==> config.mk <==
export PLATFORM = sky130hd
export DESIGN_NAME = uart_tx_scheduler
export DESIGN_NICKNAME = d
export VERILOG_FILES = /design/src/rtl/uart_tx_scheduler.sv
export SDC_FILE = /design/constraint.sdc
export NUM_CORES = 1
export LEC_CHECK = 0
export BUFFER_PORTS_ARGS = -buffer_cell sky130_fd_sc_hd__buf_2
export CORE_MARGIN = 3
export CORE_UTILIZATION = 60
export CTS_BUF_LIST = sky130_fd_sc_hd__clkbuf_16
export DETAILED_ROUTE_END_ITERATION = 7
export PLACE_DENSITY = 0.79
export SYNTH_ARGS = -nofsm -noshare
export SYNTH_HDL_FRONTEND = slang
export SYNTH_SLANG_ARGS = --single-unit
==> constraint.sdc <==
create_clock -name src_clk_i -period 4.4 [get_ports src_clk_i]
set_input_delay 0.44 -clock src_clk_i [delete_from_list [all_inputs] [get_ports src_clk_i]]
set_output_delay 0.44 -clock src_clk_i [all_outputs]
set_load 0.02 [all_outputs]
==> src/rtl/uart_tx_scheduler.sv <==
// uart_tx_scheduler: shares one UART transmitter between the RX-echo and push-button requesters
module uart_tx_scheduler #(
  parameter int DEBOUNCE_CYCLES = 500000,
  parameter int START_TIMEOUT   = 16
) (
  input  logic       src_clk_i,
  input  logic       rst_i,
  input  logic       rx_valid_i,
  input  logic [7:0] rx_data_i,
  input  logic       echo_en_i,
  input  logic       src_sel_i,
  input  logic [6:0] sw_data_i,
  input  logic       send_btn_n_i,
  input  logic       tx_busy_i,
  output logic       tx_start_o,
  output logic [7:0] tx_data_o,
  output logic [1:0] pending_o,
  output logic [7:0] drop_count_o
);
  localparam int DW = $clog2(DEBOUNCE_CYCLES + 1);
  localparam int TW = $clog2(START_TIMEOUT + 1);
  typedef enum logic [1:0] {IDLE, ISSUE, WAIT_BUSY, WAIT_DONE} state_t;
  state_t state_q, state_d;
  logic btn_s1_q, btn_s2_q, deb_q, deb_prev_q, deb_hit, press;
  logic [DW-1:0] deb_cnt_q;
  logic [TW-1:0] tmr_q;
  logic [7:0] last_rx_q, echo_q, btn_q, tx_data_q, drop_q, drop_d;
  logic echo_v_q, btn_v_q, last_btn_q;
  logic issue, grant_echo, grant_btn, echo_req, echo_drop, btn_drop;
  logic [8:0] drop_sum;
  assign deb_hit    = (btn_s2_q != deb_q) && (deb_cnt_q == DW'(DEBOUNCE_CYCLES - 1));
  assign press      = deb_prev_q & ~deb_q;
  assign echo_req   = rx_valid_i & echo_en_i;
  assign issue      = (state_q == IDLE) && (echo_v_q || btn_v_q) && !tx_busy_i;
  assign grant_echo = issue && echo_v_q && (!btn_v_q || last_btn_q);
  assign grant_btn  = issue && !grant_echo;
  assign echo_drop  = echo_req & echo_v_q & ~grant_echo;
  assign btn_drop   = press & btn_v_q & ~grant_btn;
  assign drop_sum   = {1'b0, drop_q} + 9'(echo_drop) + 9'(btn_drop);
  assign drop_d     = drop_sum[8] ? 8'hFF : drop_sum[7:0];
  assign tx_data_o    = tx_data_q;
  assign pending_o    = {btn_v_q, echo_v_q};
  assign drop_count_o = drop_q;
  // FSM state register
  always_ff @(posedge src_clk_i or posedge rst_i) begin
    if (rst_i) state_q <= IDLE;
    else state_q <= state_d;
  end
  // FSM next state: one grant at a time, abandon a frame whose start never shows up as busy
  always_comb begin
    state_d = state_q;
    case (state_q)
      IDLE:      state_d = issue ? ISSUE : IDLE;
      ISSUE:     state_d = WAIT_BUSY;
      WAIT_BUSY: state_d = tx_busy_i ? WAIT_DONE : (tmr_q == TW'(START_TIMEOUT - 1)) ? IDLE : WAIT_BUSY;
      default:   state_d = tx_busy_i ? WAIT_DONE : IDLE;
    endcase
  end
  // FSM outputs: start pulse lives only in ISSUE
  always_comb begin
    tx_start_o = (state_q == ISSUE);
  end
  // Button synchronizer, debounce and press-edge detection
  always_ff @(posedge src_clk_i or posedge rst_i) begin
    if (rst_i) begin
      btn_s1_q   <= 1'b1;
      btn_s2_q   <= 1'b1;
      deb_q      <= 1'b1;
      deb_prev_q <= 1'b1;
      deb_cnt_q  <= '0;
    end else begin
      btn_s1_q   <= send_btn_n_i;
      btn_s2_q   <= btn_s1_q;
      deb_q      <= deb_hit ? btn_s2_q : deb_q;
      deb_prev_q <= deb_q;
      deb_cnt_q  <= (btn_s2_q == deb_q || deb_hit) ? '0 : deb_cnt_q + 1'b1;
    end
  end
  // Request slots, grant bookkeeping, start timeout and drop counter; a refill beats a same-cycle clear
  always_ff @(posedge src_clk_i or posedge rst_i) begin
    if (rst_i) begin
      last_rx_q  <= '0;
      echo_q     <= '0;
      btn_q      <= '0;
      echo_v_q   <= 1'b0;
      btn_v_q    <= 1'b0;
      last_btn_q <= 1'b1;
      tx_data_q  <= '0;
      tmr_q      <= '0;
      drop_q     <= '0;
    end else begin
      if (rx_valid_i) last_rx_q <= rx_data_i;
      echo_v_q <= echo_req | (echo_v_q & ~grant_echo);
      if (echo_req && (!echo_v_q || grant_echo)) echo_q <= rx_data_i;
      btn_v_q <= press | (btn_v_q & ~grant_btn);
      if (press && (!btn_v_q || grant_btn)) btn_q <= src_sel_i ? {1'b0, sw_data_i} : last_rx_q;
      if (issue) begin
        tx_data_q  <= grant_echo ? echo_q : btn_q;
        last_btn_q <= grant_btn;
      end
      tmr_q  <= (state_q == WAIT_BUSY) ? tmr_q + 1'b1 : '0;
      drop_q <= drop_d;
    end
  end
endmodule

# Word level (Yosys, flattened, before mapping)
# Index checks and enable logic that the tools add are counted.
# Widths: inputs -> output; s select.
[word_totals] wordCells=66 output_inout_bits=19 register_bits=73 in_bits=22
[op_classes] addsub=4 mux=10 n_eq_ne=6 reduce_logical=18 bitwise=13
[ops] op="$mux 8" count=3
[ops] op="$add 19x1->19 const B" count=1
[ops] op="$eq 19x19->1 const B" count=1
[ops] op="$mux 19" count=1
[ops] op="$add 8x1->9" count=1
[ops] op="$add 9x1->9" count=1
[ops] op="$and 1x1->1" count=8
[ops] op="$logic_and 1x1->1" count=8
[ops] op="$mux 2" count=3
[ops] op="$pmux 2 s3" count=1
[ops] op="$add 5x1->5 const B" count=1
[ops] op="$eq 5x4->1 const B" count=1
[ops] op="$logic_or 1x1->1" count=5
[ops] op="$mux 5" count=1
[ops] op="$logic_not 1->1" count=4
[ops] op="$not 1->1" count=3
[ops] op="$eq 2x1->1 const B" count=1
[ops] op="$eq 2x2->1 const B" count=1
[ops] op="$logic_not 2->1" count=1
[ops] op="$or 1x1->1" count=2
[ops] op="$eq 1x1->1" count=1
[ops] op="$mux 1" count=1
[ops] op="$ne 1x1->1" count=1

# Logic depth before layout (Yosys ltp)
[logic_depth] word_depth=11 ltp_mapped=9 depth_no_buf=8

# Least setup slack after synthesis
# No wires, ideal clock.
[synth_path] kind="reg-to-reg" start="reg state_q[1]" end="reg drop_q[3], in the netlist drop_count_o[3]" t_arrival_ns=2.235 n_path_buf=1 period_less_slack_ns=2.368 required_ns=4.267 setup_ns=0.133 path_stages_with_launch=10 setup_slack_ns=2.032 path_cell_list="dfrtp_1 buf_6 a2111o_1 nand2_1 nor2_1 fa_1 and4_1 and3_1 nand3_1 o21ai_0"
[synth_via] elab_chain_cells=11 elab_cells_between_ends=14 classes_between="add/sub (2); mux (1); bitwise (4); reduce/logical (7)"
[synth_lines] element="start: declaration" line="23" text="state_t state_q, state_d;"
[synth_lines] element="start signal: assignment" line="47" text="else state_q <= state_d;"
[synth_lines] element="$logic_not 2->1 (*)" line="34" text="assign issue = (state_q == IDLE) && (echo_v_q || btn_v_q) && !tx_busy_i;"
[synth_lines] element="$logic_and 1x1->1 (*) (2 in a row)" line="34"
[synth_lines] element="branches (longest 6 deep; another with $add 8x1->9)"
[synth_lines] element="$add 9x1->9 (*)" line="39" text="assign drop_sum = {1'b0, drop_q} + 9'(echo_drop) + 9'(btn_drop);"
[synth_lines] element="$mux 8 (*)" line="40" text="assign drop_d = drop_sum[8] ? 8'hFF : drop_sum[7:0];"
[synth_lines] element="via drop_d[3]" line="27" text="logic [7:0] last_rx_q, echo_q, btn_q, tx_data_q, drop_q, drop_d;"
[synth_lines] element="end signal: assignment" line="102" text="drop_q <= drop_d;"
[synth_lines] element="end: declaration" line="27"
# Mark *: on every way through the listed nets, which the timed path passes.
# A chain may end at the register's enable or synchronous reset.

# Final worst setup path
# Same ends and word-level chain as after synthesis.

==> summary.txt <==
final max-slew violation count: 0
DR WL/cell: 15.64 um
Worst EP required: 4.59 ns
Sw Ratio: 29.84%
detailed-route DRC error count: 0
Final Instance Area: 3931 um2
Worst path top cell family by delay: simple AND/OR/NAND/NOR gates
status: finished clean
synthesis warning total: 0
worst vdd ir: 0.3222 mV
CP Capture Type: flop
fraction of layout cells with a size suffix above 1: 26.81%
via count: 2273
Critical-path top delay cell: dfrtp_1
Switch Pwr: 0.6695 mW
Synth area leaders: dfrtp_1 50%, mux2i_1 4.8%, nor2_1 4.7%
Post-Place Cells: 386
critical path class: reg2reg
sequential share of the synthesized area: 54.38%
Primary FF master, synth: dfrtp_1
CTS root buf: clkbuf_16
Final Setup Violations: 0
EDFF count, synth: 0
Post-CTS Setup Inserts: 0
Logic pwr share: 21.9%
PnR Total Power: 2.244 mW
Worst EP arrival: 2.77 ns
Synth Cell Area: 3371 um2
CTS Sinks: 73
initial core utilization: 63.96%
Area Growth Syn to Fin: 16.63%
Int Power: 1.574 mW
Final min period: 2.580 ns
CTS tree: yes
# port buffers: 40
Cell variety after synth: 52
Hold Path Class: in2reg
top-area cell type share of the netlist area: 50.48%
part of the power in the clock network: 36.7%
diode count: 0
initial antenna violation count: 0
CTS Buf Count: 9
Final Skew: 0.006498 ns
I/O Pins: 41
Rows: 26
Final ANT Viol Nets: 0
post-CTS sizing: 0
max_slew headroom: 27.85%
GP Congestion: 0.8572
Max Cap Viol: 0
DIE AREA: 6553 um2
clock buffer depth: 2
critical path fanouts, max: 9
Clock Pin Slew Worst Setup and Hold Paths: 0.06 ns
DP Area: 3587 um2
hold_buf cts: 0
Setup WS post-layout: 1.820 ns
vias in the first global route: 2291
core area: 5270 um2
Nets: 353
Die Y-Extent: 80.95 um
largest net degree at the start of global routing: 54
crit path cell chain: a2111o_1 > nand2_1 > nor2_1 > fa_1 > and4_1 > and3_1 > nand3_1 > o21ai_0
async set or reset register ratio after synthesis: 100.0%
power per cell area: 570.7 nW/um2
Pre-antenna DRT Iters: 4
grt ovf: 0
Routed WL: 6287 um
mean post-synth cell area: 11.79 um2
RSZ-0062 raised after global routing: false
Worst path max stage delay: 0.50 ns
area leader, netlist: dfrtp_1
worst slack, placed: 1.832 ns
Cells after Synth: 286
Final TNS setup: 0 ns
first-pass GRT wire length: 10760 um
flop2flop setup slack: 1.82 ns
vias per inst: 5.654
worst skew pair latency: 0.32 ns
Mapped Nets: 312
Max H-tree Level: 3
Total Routing Usage GR: 21.64%
Initial DRC Count: 90
final period utilization: 58.65%
worst slew pin tran: 1.081 ns
post-DP HPWL: 4099 um
Leak: 1.840 nW
Seq cells post-synth: 73
FMAX: 0.3875 GHz
element type at the critical path start: flop
Final Non-Filler Cells: 402
Worst Path Buf+Inv: 0
final hold violation count: 0
die width: 80.95 um
Seq pwr share: 41.4%
-- state kept, by name, indices dropped and copies added, names as in the netlist --
register	count
deb_cnt_q	19
echo_q	8
tmr_q	5
deb_q	1
btn_q	8
drop_count_o	8
btn_s1_q	1
tx_data_o	8
btn_s2_q	1
deb_prev_q	1
state_q	2
last_rx_q	8
echo_v_q	1
btn_v_q	1
last_btn_q	1
-- kinds of logic after synthesis --
kind of cell               after synthesis  share of synthesized area [%]
AOI/OAI and AO/OA                       36                          7.535
DFF                                     73                          54.38
adders and majority gates                4                          1.708
muxes                                   34                          10.76
buffers and inverters                   18                          3.118
and+or+nand+nor                        102                          17.56
xor gates and xnor gates                19                          4.937
-- cell usage in the layout (no fill, tap or decap), drive strengths merged, types with 2 or more instances in the layout --
| cell type | netlist | routed |
|---|---|---|
| nand2b | 3 | 3 |
| and4 | 3 | 3 |
| dfrtp | 68 | 68 |
| clkbuf | 1 | 9 |
| and3 | 5 | 5 |
| mux2i | 16 | 16 |
| a21oi | 22 | 22 |
| inv | 7 | 7 |
| nand3 | 10 | 10 |
| xnor2 | 11 | 11 |
| o31ai | 2 | 2 |
| and2 | 2 | 2 |
| nor2 | 42 | 42 |
| dfstp | 5 | 5 |
| a21o | 2 | 2 |
| xor2 | 8 | 8 |
| nand4 | 8 | 8 |
| mux2 | 18 | 18 |
| clkinvlp | 0 | 2 |
| or4 | 2 | 2 |
| ha | 3 | 3 |
| o21ai | 7 | 7 |
| nor4 | 5 | 5 |
| nand2 | 14 | 14 |
| buf | 10 | 41 |
| bufinv | 0 | 3 |
| clkinv | 0 | 2 |
-- power by group through the flow --
| stage | Clock [mW] | Sequential (mW) | Combinational, mW |
|---|---|---|---|
| 2_1_floorplan | 0 | 0.978 | 0.319 |
| 3_3_place_gp | 0 | 0.927 | 0.481 |
| 3_5_place_dp | 0 | 0.938 | 0.487 |
| 4_1_cts | 0.836 | 0.929 | 0.499 |
| 5_1_grt | 0.868 | 0.945 | 0.545 |
| 6_report | 0.823 | 0.928 | 0.492 |
-- cell usage after synthesis (5+ instances only) --
library cell / n
dfstp_2: 5
mux2i_1: 16
and3_1: 5
inv_1: 7
nand2_1: 13
a21oi_1: 18
nand3_1: 8
nand4_1: 6
xnor2_1: 11
nor2_1: 42
xor2_1: 8
mux2_2: 9
mux2_1: 9
o21ai_0: 5
dfrtp_1: 68
-- final cells by class --
class | count | area (um2)
well taps | 70 | 87.58
repair buffers | 41 | 207.7
clock buffers | 9 | 225.2
multi-input cells | 195 | 1433
clock inverters | 7 | 118.9
fillers | 364 | 1339
inverters | 7 | 26.28
flip-flops and latches | 73 | 1833
-- per-stage QoR --
stage	utilization, %	hold WS (ns)
after floorplan	-	0.3452
after global placement	68.07	0.3477
after detailed placement	68.07	0.3490
after CTS	74.60	0.2042
after global routing	74.60	0.2025
final	74.60	0.2123
-- worst paths after layout --
path | from | endpoint | cells past startpoint
max in group asynchronous | rst_i | tx_data_o[7]$_DFFE_PP0N_ | 3
min in group asynchronous | rst_i | deb_cnt_q[8]$_DFF_PP0_ | 2
worst max-delay path | state_q[1]$_DFF_PP0_ | drop_count_o[3]$_DFF_PP0_ | 8
worst min-delay path | send_btn_n_i | btn_s1_q$_DFF_PP1_ | 1
worst min register to register | btn_s1_q$_DFF_PP1_ | btn_s2_q$_DFF_PP1_ | 0
worst max register to register | state_q[1]$_DFF_PP0_ | drop_count_o[3]$_DFF_PP0_ | 8
-- metal layers --
metal	vias to the layer above	wire length (um)	global-route usage, %
met5	-	0	0
met3	9	243	3.326
met1	1136	2701	27.84
met4	0	104	8.953
met2	39	3237	36.62
li1	1089	-	-
No activity file was read; power rests on OpenSTA's default activity.
